### src/rtl/ram_stream_pkg.sv
// Shared types and constants for the RAM stream reader and other dp_ram read-side users.
package ram_stream_pkg;

    typedef enum logic [1:0] {
        FLUSH,
        IDLE,
        READ,
        DRAIN
    } rsr_state_t;

    localparam int RAM_RD_LATENCY = 2;

endpackage

### src/rtl/rsr_sync_fifo.sv
// Single-clock FIFO with a registered output stage; the output register is loaded
// from storage or, when storage is empty, directly from the write port.
module rsr_sync_fifo #(
    parameter int DEPTH = 8,
    parameter int WIDTH = 33
) (
    input  logic             clk,
    input  logic             srst,
    input  logic             clear,
    input  logic             wr_en,
    input  logic [WIDTH-1:0] wr_data,
    input  logic             rd_ready,
    output logic             rd_valid,
    output logic [WIDTH-1:0] rd_data
);

    localparam int PW = $clog2(DEPTH);

    logic [WIDTH-1:0] mem [DEPTH];
    logic [PW-1:0]    wr_ptr_reg;
    logic [PW-1:0]    rd_ptr_reg;
    logic [PW:0]      count_reg;
    logic             out_valid_reg;
    logic [WIDTH-1:0] out_data_reg;

    logic mem_empty;
    logic load;
    logic take_mem;
    logic bypass;
    logic mem_wr;

    always_comb begin
        mem_empty = (count_reg == '0);
        load      = !out_valid_reg || rd_ready;
        take_mem  = load && !mem_empty;
        bypass    = load && mem_empty && wr_en;
        mem_wr    = wr_en && !bypass && !clear;
    end

    always_ff @(posedge clk) begin
        if (mem_wr) begin
            mem[wr_ptr_reg] <= wr_data;
        end
    end

    always_ff @(posedge clk) begin
        if (srst) begin
            wr_ptr_reg    <= '0;
            rd_ptr_reg    <= '0;
            count_reg     <= '0;
            out_valid_reg <= 1'b0;
            out_data_reg  <= '0;
        end else if (clear) begin
            wr_ptr_reg    <= '0;
            rd_ptr_reg    <= '0;
            count_reg     <= '0;
            out_valid_reg <= 1'b0;
        end else begin
            if (mem_wr) begin
                wr_ptr_reg <= wr_ptr_reg + 1'b1;
            end
            if (take_mem) begin
                rd_ptr_reg <= rd_ptr_reg + 1'b1;
            end
            if (mem_wr && !take_mem) begin
                count_reg <= count_reg + 1'b1;
            end else if (!mem_wr && take_mem) begin
                count_reg <= count_reg - 1'b1;
            end
            // Output word only changes when consumed or empty, so it holds under backpressure.
            if (load) begin
                out_valid_reg <= take_mem || bypass;
                if (take_mem) begin
                    out_data_reg <= mem[rd_ptr_reg];
                end else if (bypass) begin
                    out_data_reg <= wr_data;
                end
            end
        end
    end

    assign rd_valid = out_valid_reg;
    assign rd_data  = out_data_reg;

endmodule

### src/rtl/ram_stream_reader.sv
// Burst read controller for dp_ram: issues reads under a credit limit and streams words out.
// Optional burst abort input is enabled by defining RAM_STREAM_READER_ABORT_EN.
module ram_stream_reader
    import ram_stream_pkg::*;
#(
    parameter int ADDR_WIDTH = 10,
    parameter int DATA_WIDTH = 32,
    parameter int BUF_DEPTH  = 8
) (
    input  logic                  oclk,
    input  logic                  orst,
`ifdef RAM_STREAM_READER_ABORT_EN
    input  logic                  abort,
`endif
    input  logic                  cmd_valid,
    output logic                  cmd_ready,
    input  logic [ADDR_WIDTH-1:0] cmd_addr,
    input  logic [ADDR_WIDTH-1:0] cmd_len,
    output logic [ADDR_WIDTH-1:0] ram_addr,
    output logic                  ram_rd,
    input  logic [DATA_WIDTH-1:0] ram_data,
    input  logic                  ram_data_valid,
    output logic                  m_valid,
    input  logic                  m_ready,
    output logic [DATA_WIDTH-1:0] m_data,
    output logic                  m_last
);

    localparam int              OW         = $clog2(BUF_DEPTH) + 1;
    localparam logic [OW-1:0]   BUF_FULL   = OW'(BUF_DEPTH);
    localparam int              FW         = $clog2(RAM_RD_LATENCY) + 1;
    localparam logic [FW-1:0]   FLUSH_LAST = FW'(RAM_RD_LATENCY - 1);

    rsr_state_t            state_reg, state_next;
    logic [FW-1:0]         flush_cnt_reg, flush_cnt_next;
    logic [OW-1:0]         outstanding_reg, outstanding_next;
    logic [ADDR_WIDTH-1:0] remaining_reg, remaining_next;
    logic [ADDR_WIDTH-1:0] rx_left_reg, rx_left_next;
    logic [ADDR_WIDTH-1:0] ram_addr_reg, ram_addr_next;
    logic                  ram_rd_reg;
    logic                  cmd_ready_reg;

    logic                  issue;
    logic                  pop;
    logic                  abort_hit;
    logic                  buf_wr;
    logic                  buf_last;
    logic [DATA_WIDTH:0]   buf_out;

`ifdef RAM_STREAM_READER_ABORT_EN
    assign abort_hit = abort && ((state_reg == READ) || (state_reg == DRAIN));
`else
    assign abort_hit = 1'b0;
`endif

    assign pop = m_valid && m_ready;

    // The first read is issued in the accept cycle so ram_rd is visible one cycle later.
    always_comb begin
        state_next     = state_reg;
        flush_cnt_next = '0;
        issue          = 1'b0;
        ram_addr_next  = ram_addr_reg;
        remaining_next = remaining_reg;
        case (state_reg)
            FLUSH: begin
                if (flush_cnt_reg == FLUSH_LAST) begin
                    state_next = IDLE;
                end else begin
                    flush_cnt_next = flush_cnt_reg + 1'b1;
                end
            end
            IDLE: begin
                if (cmd_valid) begin
                    issue          = 1'b1;
                    ram_addr_next  = cmd_addr;
                    remaining_next = cmd_len;
                    state_next     = (cmd_len == '0) ? DRAIN : READ;
                end
            end
            READ: begin
                if (outstanding_reg < BUF_FULL) begin
                    issue          = 1'b1;
                    ram_addr_next  = ram_addr_reg + 1'b1;
                    remaining_next = remaining_reg - 1'b1;
                    if (remaining_reg == ADDR_WIDTH'(1)) begin
                        state_next = DRAIN;
                    end
                end
            end
            DRAIN: begin
                if (pop && m_last) begin
                    state_next = IDLE;
                end
            end
            default: state_next = FLUSH;
        endcase
        if (abort_hit) begin
            state_next = FLUSH;
            issue      = 1'b0;
        end
    end

    // Last tag is assigned on the receive side by counting returned words.
    always_comb begin
        buf_wr       = ram_data_valid && (state_reg != FLUSH);
        buf_last     = (rx_left_reg == '0);
        rx_left_next = rx_left_reg;
        if ((state_reg == IDLE) && cmd_valid) begin
            rx_left_next = cmd_len;
        end else if (buf_wr) begin
            rx_left_next = rx_left_reg - 1'b1;
        end
        outstanding_next = outstanding_reg;
        if (abort_hit) begin
            outstanding_next = '0;
        end else if (issue && !pop) begin
            outstanding_next = outstanding_reg + 1'b1;
        end else if (!issue && pop) begin
            outstanding_next = outstanding_reg - 1'b1;
        end
    end

    always_ff @(posedge oclk) begin
        if (orst) begin
            state_reg       <= FLUSH;
            flush_cnt_reg   <= '0;
            outstanding_reg <= '0;
            remaining_reg   <= '0;
            rx_left_reg     <= '0;
            ram_addr_reg    <= '0;
            ram_rd_reg      <= 1'b0;
            cmd_ready_reg   <= 1'b0;
        end else begin
            state_reg       <= state_next;
            flush_cnt_reg   <= flush_cnt_next;
            outstanding_reg <= outstanding_next;
            remaining_reg   <= remaining_next;
            rx_left_reg     <= rx_left_next;
            ram_addr_reg    <= ram_addr_next;
            ram_rd_reg      <= issue;
            cmd_ready_reg   <= (state_next == IDLE);
        end
    end

    rsr_sync_fifo #(
        .DEPTH (BUF_DEPTH),
        .WIDTH (DATA_WIDTH + 1)
    ) u_buf (
        .clk      (oclk),
        .srst     (orst),
        .clear    (abort_hit),
        .wr_en    (buf_wr),
        .wr_data  ({buf_last, ram_data}),
        .rd_ready (m_ready),
        .rd_valid (m_valid),
        .rd_data  (buf_out)
    );

    assign m_data    = buf_out[DATA_WIDTH-1:0];
    assign m_last    = buf_out[DATA_WIDTH];
    assign ram_addr  = ram_addr_reg;
    assign ram_rd    = ram_rd_reg;
    assign cmd_ready = cmd_ready_reg;

endmodule

### config.mk
export PLATFORM = sky130hd
export DESIGN_NAME = ram_stream_reader
export DESIGN_NICKNAME = d
export VERILOG_FILES = /design/src/rtl/ram_stream_pkg.sv /design/src/rtl/rsr_sync_fifo.sv /design/src/rtl/ram_stream_reader.sv
export SDC_FILE = /design/constraint.sdc
export NUM_CORES = 1
export LEC_CHECK = 0
export ABC_CLOCK_PERIOD_IN_PS = 6300
export CAP_MARGIN = 0
export CORE_MARGIN = 2
export CORE_UTILIZATION = 50
export CTS_CLUSTER_DIAMETER = 100
export DETAILED_ROUTE_END_ITERATION = 10
export GPL_ROUTABILITY_DRIVEN = 0
export PLACE_DENSITY = 0.73
export SYNTH_ARGS = -nofsm -noshare
export SYNTH_HDL_FRONTEND = slang
export SYNTH_SLANG_ARGS = --single-unit
### constraint.sdc
create_clock -name oclk -period 6.3 [get_ports oclk]
set_input_delay 1.575 -clock oclk [delete_from_list [all_inputs] [get_ports oclk]]
set_output_delay 1.575 -clock oclk [all_outputs]
set_load 0.005 [all_outputs]
==> summary.txt <==
status - completed
Cells after Synth - 1,056
max frequency - 0.232 GHz
Setup crit end kind - register
Sw Share - 0.314
DR iter-0 viols - 689
leading area contributor after synthesis - edfxtp_1
crit path max fanout - 26
CP arrival - 4530 ps
clk_skew - 18.0 ps
Int Power - 4.73 mW
post-route minimum period - 4310 ps
Worst-path clk slew - 60 ps
setup TNS - 0 ps
Post-Syn Nets - 1,131
Relative slew margins - 0.255
WHS Endpoint - flush_cnt_reg[0]$_SDFF_PP0_
Ys Warns - 0
Post-synth EDFFs - 264
clk sinks - 351
number of flip-flops under the largest register name - 264
Clock Latency Late Sink - 530 ps
Layout area overhead - 17.9%
initial antenna violation count - 1
crit path buf inv count - 2
total global routing overflow - 0
Post-Syn Area per Cell - 13.7 sq um
Hold Crit Class - register to register
Starting Density - 0.506
die height - 174 microns
num ports - 103
die footprint - 30,300 sq um
clock tree buffer depth - 3
antenna-violating nets left - 0
Top delay family on crit path - simple AND/OR/NAND/NOR gates
DRT Pass-1 Iters - 5
largest net degree at the start of global routing - 97
HPWL Detailed - 17,800 microns
gr usage total - 0.202
CTS Buf Count - 37
worst vdd rail ir drop - 0.268 mV
# hold bufs at CTS - 0
Final Max Slew Viols - 0
PwrDens - 405 nW/um^2
top cell type's share of synthesized area - 0.549
Clk network pwr share - 0.309
hold-critical path depth - 1
RSZ-0062 raised after global routing - false
Comb pwr share - 0.269
Seq pwr share - 0.422
Final period util - 0.685
ys flop type - edfxtp_1
Worst path max stage delay - 910 ps
# port buffers - 102
Remaining DRCs - 0
WP data required - 6520 ps
share of the yosys chip area belonging to registers - 0.669
Worst R2R Path Depth - 6
final core occ - 0.597
postcts setup bufs - 0
# Max-Cap Violations - 0
synthesized cell area - 14,400 sq um
Hold Violations, Final - 0
crit path kind - input pin to register
Psw - 2.16 mW
worst hold start - flush_cnt_reg[0]$_SDFF_PP0_
LEAKAGE - 5.42 nW
reg2reg start - state_reg[0]$_SDFF_PP0_
CTS tree - built
vias in the first global route - 8,810
critical path launch point type - input pin
measured slew at the worst slew-check pin - 1110 ps
Reg with most FFs - u_buf.mem
Synth cell types - 61
global-route wire length before repair - 48,700 microns
Reg-to-Reg End - u_buf.mem[5][23]$_DFFE_PP_
Synth async-reset ratio - 0
slowest CP cell - nor2_4
FP Rows - 62
ratio of cells with drive above 1 in the final layout - 0.0849
cts repair resizes - 0
Vias - 9,036
register bit total from synthesis - 351
top cells by area, synth - edfxtp_1 55%, dfxtp_1 12%, mux2i_1 9.4%
core outline area - 28,500 sq um
DR vias/cell - 5.78
Total Routed Length - 30,800 microns
WL per Instance - 19.7 microns
Layout Nets - 1,224
H-Tree Depth - 2
final setup fails - 0
CP Cell Sequence - clkdlybuf4s50_1, nor2b_1, o211ai_1, nor2_4, buf_4
worst reg2reg setup slack - 2800 ps
chip width - 174 microns
Root Buffer - clkbuf_16
kinds of logic (layout without fill, tap and decap cells):
kind of cell    count (synthesis)  in the layout  share of synthesized area
compound gates                222            222                      0.101
fa+ha+maj                      18             18                     0.0166
simple gates                  227            227                     0.0776
flops                         351            351                      0.669
buf+inv                        83            205                     0.0278
mux                           140            140                     0.0989
other cells                     0              1                          0
xor+xnor                       15             15                    0.00909
metrics by stage:
| stage | power, mW | instances | hold WS, ps | instance area, sq um | setup slack [ps] |
|---|---|---|---|---|---|
| floorplan | 4.16 | 1056 | 398 | 14400 | 598 |
| finish | 6.89 | 1563 | 442 | 17000 | 1990 |
| global route | 7.26 | 1563 | 468 | 17000 | 1860 |
| global placement | 4.76 | 1494 | 406 | 15800 | 1520 |
| CTS | 6.94 | 1562 | 443 | 17000 | 1980 |
| detailed placement | 4.81 | 1494 | 435 | 15800 | 1430 |
area by class of cell:
| class | count | area [sq um] |
|---|---|---|
| timing repair buffer | 120 | 1160 |
| clock inverter | 18 | 194 |
| inverter | 17 | 63.8 |
| antenna | 1 | 2.50 |
| multi-input combinational | 622 | 4450 |
| tap | 384 | 480 |
| fill | 2225 | 11500 |
| sequential | 351 | 9670 |
| clock buffer | 50 | 1000 |
power by group through the flow:
stage	registers [mW]	clock network (mW)	logic, mW
after floorplan	2.92	0	1.24
after detailed placement	2.96	0	1.85
after global placement	2.95	0	1.81
after CTS	2.91	2.17	1.86
after global routing	2.94	2.26	2.06
final	2.91	2.13	1.85
cells in the mapped netlist (all sizes together) (2+ instances only):
library cell / n
edfxtp: 264
mux2i: 136
dfxtp: 87
a22oi: 64
nand2: 62
o21ai: 52
nor2: 46
nand3: 44
clkbuf: 41
a31oi: 34
a21oi: 28
buf: 25
nor3: 20
inv: 17
ha: 16
nor2b: 13
a211oi: 12
xor2: 12
nand2b: 8
nor4: 8
and2: 7
o211ai: 6
o32ai: 6
nand4: 4
a21o: 3
nor4b: 3
xnor2: 3
a311oi: 2
fa: 2
mux2: 2
mux4: 2
o22ai: 2
o2bb2ai: 2
o31a: 2
o31ai: 2
or2: 2
or4: 2
worst max-delay path by stage:
stage | startpoint | end | slack [ps] | cells past startpoint
CTS | ram_data_valid | u_buf.mem[5][23]$_DFFE_PP_ | 1980 | 5
detailed placement | ram_data_valid | u_buf.mem[5][0]$_DFFE_PP_ | 1430 | 5
global placement | ram_data_valid | u_buf.mem[5][23]$_DFFE_PP_ | 1520 | 5
global route | ram_data_valid | u_buf.mem[5][23]$_DFFE_PP_ | 1860 | 5
finish | ram_data_valid | u_buf.mem[5][23]$_DFFE_PP_ | 1990 | 5
floorplan | ram_data_valid | u_buf.mem[0][0]$_DFFE_PP_ | 600 | 4
per-layer routing:
metal  vias up  track usage  part of all wire
met3        42       0.0357             0.058
met2       271        0.337              0.48
met4         0       0.0473             0.016
met1      4482        0.278              0.44
li1       4241            -                 -
met5         -            0                 0
layout by cell type, fill, tap and decap left out, types with 10 or more instances in the layout:
cell and instances:
a211oi_1 12, a21oi_1 27, a22oi_1 64, a31oi_1 34, buf_4 17, clkbuf_1 10
clkbuf_16 37, clkdlybuf4s50_1 101, dfxtp_1 86, edfxtp_1 264, ha_1 16, inv_1 17
mux2i_1 136, nand2_1 61, nand3_1 44, nor2_1 41, nor2b_1 10, nor3_1 16
o21ai_0 51, xor2_1 12
Power figures use the tool's default switching activity.
